**src/rtl/fir_channel_scheduler.sv**
```systemverilog
// Two-channel front end for one shared, time-multiplexed FIR datapath.
// Round-robin arbitration, datapath start/enable sequencing, tagged result output.
module fir_channel_scheduler #(
  parameter int unsigned TAPS           = 80,
  parameter int unsigned TAPS_PER_CYCLE = 4,
  parameter int unsigned DATA_W         = 8
) (
  input  logic              clk,
  input  logic              rst_n,
  input  logic [DATA_W-1:0] ch0_data,
  input  logic              ch0_valid,
  output logic              ch0_ready,
  input  logic [DATA_W-1:0] ch1_data,
  input  logic              ch1_valid,
  output logic              ch1_ready,
  output logic [DATA_W-1:0] dp_sample,
  output logic              dp_start,
  output logic              dp_en,
  input  logic [DATA_W-1:0] dp_result,
  output logic [DATA_W-1:0] out_data,
  output logic              out_ch,
  output logic              out_valid,
  input  logic              out_ready
);

  localparam int unsigned RUN_LEN = TAPS / TAPS_PER_CYCLE;
  localparam int unsigned CNT_W   = (RUN_LEN > 1) ? $clog2(RUN_LEN) : 1;

  typedef enum logic [1:0] {S_IDLE, S_LOAD, S_RUN, S_DONE} state_e;

  state_e             state_q;
  logic               rr_q;
  logic               gnt_q;
  logic [CNT_W-1:0]   cnt_q;
  logic               full0_q, full1_q;
  logic [DATA_W-1:0]  hold0_q, hold1_q;
  logic [DATA_W-1:0]  dp_sample_q;
  logic               dp_start_q, dp_en_q;
  logic [DATA_W-1:0]  out_data_q;
  logic               out_ch_q, out_valid_q;
  logic               gnt_d;

  assign ch0_ready = !full0_q;
  assign ch1_ready = !full1_q;
  assign dp_sample = dp_sample_q;
  assign dp_start  = dp_start_q;
  assign dp_en     = dp_en_q;
  assign out_data  = out_data_q;
  assign out_ch    = out_ch_q;
  assign out_valid = out_valid_q;

  // Sole full channel wins; round-robin pointer breaks a tie.
  assign gnt_d = (full0_q && full1_q) ? rr_q : full1_q;

  // Holding registers: fill on handshake, free at the end of the granted LOAD cycle.
  always_ff @(posedge clk or negedge rst_n) begin
    if (!rst_n) begin
      full0_q <= 1'b0;
      full1_q <= 1'b0;
      hold0_q <= '0;
      hold1_q <= '0;
    end else begin
      if (ch0_valid && !full0_q) begin
        hold0_q <= ch0_data;
        full0_q <= 1'b1;
      end else if (state_q == S_LOAD && !gnt_q) begin
        full0_q <= 1'b0;
      end
      if (ch1_valid && !full1_q) begin
        hold1_q <= ch1_data;
        full1_q <= 1'b1;
      end else if (state_q == S_LOAD && gnt_q) begin
        full1_q <= 1'b0;
      end
    end
  end

  // Job sequencer with registered datapath controls and output register.
  always_ff @(posedge clk or negedge rst_n) begin
    if (!rst_n) begin
      state_q     <= S_IDLE;
      rr_q        <= 1'b0;
      gnt_q       <= 1'b0;
      cnt_q       <= '0;
      dp_sample_q <= '0;
      dp_start_q  <= 1'b0;
      dp_en_q     <= 1'b0;
      out_data_q  <= '0;
      out_ch_q    <= 1'b0;
      out_valid_q <= 1'b0;
    end else begin
      if (out_valid_q && out_ready) begin
        out_valid_q <= 1'b0;
      end
      case (state_q)
        S_IDLE: begin
          if (full0_q || full1_q) begin
            gnt_q       <= gnt_d;
            rr_q        <= !gnt_d;
            dp_sample_q <= gnt_d ? hold1_q : hold0_q;
            dp_start_q  <= 1'b1;
            state_q     <= S_LOAD;
          end
        end
        S_LOAD: begin
          dp_start_q <= 1'b0;
          dp_en_q    <= 1'b1;
          cnt_q      <= '0;
          state_q    <= S_RUN;
        end
        S_RUN: begin
          cnt_q <= cnt_q + CNT_W'(1);
          if (cnt_q == CNT_W'(RUN_LEN - 1)) begin
            dp_en_q <= 1'b0;
            state_q <= S_DONE;
          end
        end
        S_DONE: begin
          // Wait for the output register to free; a same-edge pop and reload keeps valid high.
          if (!out_valid_q || out_ready) begin
            out_data_q  <= dp_result;
            out_ch_q    <= gnt_q;
            out_valid_q <= 1'b1;
            state_q     <= S_IDLE;
          end
        end
        default: state_q <= S_IDLE;
      endcase
    end
  end

endmodule

```
**config.mk**
```make
export PLATFORM = sky130hd
export DESIGN_NAME = fir_channel_scheduler
export DESIGN_NICKNAME = d
export VERILOG_FILES = /design/src/rtl/fir_channel_scheduler.sv
export SDC_FILE = /design/constraint.sdc
export NUM_CORES = 1
export LEC_CHECK = 0
export ABC_AREA = 1
export BUFFER_PORTS_ARGS = -buffer_cell sky130_fd_sc_hd__clkbuf_2
export CAP_MARGIN = 20
export CORE_MARGIN = 1
export CORE_UTILIZATION = 52
export CTS_CLUSTER_DIAMETER = 40
export DETAILED_ROUTE_END_ITERATION = 8
export HOLD_SLACK_MARGIN = 0.03
export PLACE_DENSITY = 0.78
export SETUP_SLACK_MARGIN = 0.4
export SYNTH_ARGS = -nofsm -noshare
export SYNTH_HDL_FRONTEND = slang
export SYNTH_SLANG_ARGS = --single-unit
export TNS_END_PERCENT = 50
```
**constraint.sdc**
```tcl
create_clock -name clk -period 1.5 [get_ports clk]
set_input_delay 0 -clock clk [delete_from_list [all_inputs] [get_ports clk]]
set_output_delay 0 -clock clk [all_outputs]
set_load 0.01 [all_outputs]
```
### Yosys cells after proc, flatten, opt, wreduce, memory -nomap -nowiden

Cells that the tools add are included.

* bits in latches: 0
* memories: 0
* output and inout port bits: 22
* bits in read-only memories: 0
* bits in registers: 47
* memory bits (writable): 0
* word-level logic and storage cells: 63

* $lt $le $gt $ge: 0
* div/mod/pow operators: 0
* bitwise logic cells: 0
* mux-type cells: 18
* shift-type cells: 0
* reduce and logical (&&, ||, !) cells: 23
* equal/unequal tests: 7
* $mul: 0
* add/sub/neg operators: 1

Operator list (count)
* $mux W1: 10
* $pmux W5 S2: 1
* $mux W8: 1
* $pmux W2 S4: 1
* $reduce_and A2 Y1: 4
* $reduce_bool A2 Y1: 4
* $logic_and A1 B1 Y1: 6
* $mux W2: 3
* $ne A2 B2 Y1 const B: 3
* $add A5 B1 Y5 const B: 1
* $eq A5 B5 Y1 const B: 1
* $logic_not A1 Y1: 5
* $eq A2 B2 Y1 const B: 2
* $pmux W1 S2: 2
* $reduce_and A3 Y1: 1
* $eq A2 B1 Y1 const B: 1
* $logic_not A2 Y1: 1
* $logic_or A1 B1 Y1: 2

### Longest topological paths before layout

* word-level depth: 4
* depth in mapped cells: 8

### Worst setup path after synthesis

Ideal clock, no wire load.

* path kind: register to register
* start: register state_q[0]
* end: register cnt_q[4]
* setup time: 117 ps
* path slack: 202 ps
* cell stages (with the launch flop): 9
* arrival: 1181 ps
* path buffers: 1
* data required time: 1383 ps
* cell sequence: dfrtp_1 -> inv_1 -> ha_1 -> buf_2 -> nand3_1 -> nor2_1 -> nand2_1 -> nand2_1 -> nor2_1

* cells in the longest elaborated chain, start to end: 2
* elaborated cells on any way between the ends: 4

Ends and longest elaborated chain
* from (decl): RTL line 31 `state_e state_q;`
* from (signal assigned): RTL line 81 `state_q <= S_IDLE;`
* from (signal assigned): RTL line 102 `state_q <= S_LOAD;`
* from (signal assigned): RTL line 109 `state_q <= S_RUN;`
* $eq A2 B2 Y1 or $eq A2 B1 Y1 (tied branches): RTL line 95 `case (state_q)`
* $pmux W5 S2 or $reduce_bool A2 Y1 (tied branches)
* to (signal assigned): RTL line 112 `cnt_q <= cnt_q + CNT_W'(1);`
* to (decl): RTL line 34 `logic [CNT_W-1:0] cnt_q;`

Parallel ways exist; a longest one is shown, timed or not.
A chain may end at the register's enable or synchronous reset.

### Worst setup path in the final report

Ends and elaborated chain as after synthesis.

==> metrics.cfg <==
[synthesis]
syn_nets=280
synth_xor_area_share_pct=0
synth_seq_area_share_pct=56.59
synthesis.area_sq_mm=0.002078
synthAdderAreaFrac_pct=3.010
yosys_warnings=0
ys_types=21
yosys.area_share.simple_pct=26.25
synthCells=246
syn_area_per_cell_sq_um=8.448
synth-compound-area-share_pct=6.623
synth_top_family_by_area=simple AND/OR/NAND/NOR gates
synth_seq_cells=47
synthMuxAreaShare_pct=0

[finish]
design_area_sq_mm=0.002845
nets=363
syn2layout_area_growth_pct=36.91
fillCellCount=275
n_antenna_cell=0
multi_input_area_sq_um=845.8
ff_latch_area_sq_mm=0.001176
final_cell_mix=nand2_1 (74), clkbuf_2 (50), dfrtp_1 (47)
layout_commonest_cell=nand2_1
drive_gt1_share_pct=28.48

[clock_network]
cts-buffers-inserted=5
clkSlewWorstSetupHoldPaths_ns=0.09
cts_sinks=47
ctsLongestPathBuffers=2
cts_tree=done
ctsRootBufferMaster=clkbuf_8
h-tree-depth=2
clk_latency_ns=0.30

[outcome]
status=finished, final reports clean

[worst_setup_path]
path_buf_inv=1
path_common_cell=nand2_1
required_ns=1.69
path_cells=inv_2 -> ha_4 -> nand3_2 -> nor2_2 -> nand2_1 -> nand2_1 -> nor2_1
startpoint_type=flop
crit_type=flop to flop
rr_worst_depth=7
crit_cells=7
cpLargestDelayFamily=flip-flops
critical_path_peak_fanout=4
crit_slowest_cell=dfrtp_1
cp.arrival_ns=1.45
endpoint_kind=flop
slowest_delay_ns=0.41

[sta]
maxSlewViolCount=0
tightest_slew_ns=0.5796
setup_viol=0
setup_tns_ns=0
hold_viol=0
min_period_ns=1.261
post-route-period-util_pct=84.05
fin_hold_ws_ns=0.05116
max_freq_mhz=793.2
max-slew-margin-rel_pct=61.36
rsz0062_at_grt=true
finalClockSkew_ns=0.01190

[global_route]
grt_pass1_vias=1710
grt_pass1_wl_um=7659
antenna_found_initial=0
grt_overflow=0
grtUsageTotal_pct=24.17
grt_start_max_net_pins=48

[die]
coreArea_sq_mm=0.003744
die_y_um=65.22
die_w_um=65.22
rows=22
io_pins=51
initial_core_util_pct=55.51
design.die.area_sq_mm=0.004254

[route]
ant_nets=0
routed_wl_um=4857
vias_per_cell=4.881
wl_per_cell_um=12.85
dr.pass1.iters=4
num_vias=1845
drcViolationCount=0
drtIter0Drc=206

[hold_path]
hold_depth=3
hold_path.class=input port to flop

[pwr]
vdd_drop_max_mv=1.435
power_leakage_nw=1.515
power_density_mw_per_mm2=2017

[placed_design]
gp_congestion=0.7870
hpwl_um=2780
placed_area_sq_mm=0.002382
portBuffers=50

[job]
maxCapViolCount=0

==> path summary, 6_finish.rpt <==
check	from	endpoint	slack, ns
setup / recovery	state_q[0]	cnt_q[4]	0.24
hold / removal	ch1_valid	full1_q	0.05
setup reg to reg	state_q[0]	cnt_q[4]	0.24
hold reg to reg	out_data[2]	out_data[2]	0.48
max in group asynchronous	rst_n	hold0_q[3]	0.79
min in group asynchronous	rst_n	cnt_q[2]	0.32
==> power breakdown <==
group          switching, mW  total (mW)  internal (mW)
sequential             0.339        2.19           1.86
clock                  0.407       0.732          0.326
combinational           1.71        2.81           1.11
==> cell usage after synthesis <==
library cell | number | share of area, %
o21ai_0 | 2 | 0.48
nand2_4 | 1 | 0.54
ha_1 | 5 | 3.0
dfrtp_1 | 47 | 57
nand2_1 | 76 | 14
buf_6 | 1 | 0.54
nor2_2 | 1 | 0.30
o21ai_1 | 1 | 0.24
o21ai_2 | 1 | 0.42
nor2_4 | 1 | 0.54
nand2_2 | 3 | 0.90
a31oi_1 | 1 | 0.30
nand3_1 | 21 | 5.1
inv_1 | 29 | 5.2
o21a_1 | 1 | 0.36
buf_2 | 2 | 0.48
buf_4 | 2 | 0.72
nor2_1 | 26 | 4.7
inv_2 | 3 | 0.54
a21oi_1 | 20 | 4.8
nor3_1 | 2 | 0.48
==> cell families (layout without fill, tap and decap cells) <==
logic type,Yosys count,after routing
simple gates,131,131
flops,47,47
buf+inv,37,121
compound gates,26,26
fa+ha+maj,5,5
==> flip-flops by register name, summed over array words and instances, names as in the netlist, 2 cells and up <==
| name | count |
|---|---|
| out_data | 8 |
| cnt_q | 5 |
| hold0_q | 8 |
| hold1_q | 8 |
| state_q | 2 |
| dp_sample | 8 |
==> tightest hold or removal path, cell delays in order <==
cell	delay (ns)
clkbuf_2	0.10
nand2_4	0.12
nand2_1	0.10
==> through the flow <==
step	instances	util (%)	power, mW	setup WS (ns)
2_1_floorplan	246	-	3.857	0.2435
3_3_place_gp	342	63.64	4.444	0.1729
3_5_place_dp	342	63.64	4.521	0.09540
4_1_cts	377	75.00	5.581	0.2688
5_1_grt	378	76.00	6.168	0.1947
6_report	378	76.00	5.740	0.2393
==> metal layers <==
layer | GRT usage, % | wire length (um)
met1 | 29.90 | 2046
met2 | 41.11 | 2496
met3 | 4.340 | 192
met4 | 10.60 | 123
met5 | 0 | 0
==> timing repair <==
item / CTS / global route
resized for setup: 21 / 7
endpoints found under the setup margin: 26 / 36
hold buffers: 25 / 0
buffers inserted: 1 / 1
pin swaps: 19 / 8
hold endpoints to repair: 71 / 0
gates cloned: 1 / 0
==> final cells by class <==
cell class              count  share of cell area [%]
inverters                  32                   4.398
clock inverters             2                  0.4398
clock buffers               6                   2.551
flip-flops and latches     47                   41.34
multi-input cells         162                   29.73
well taps                  48                   2.111
repair buffers             81                   19.44
Power figures use the tool's default switching activity.
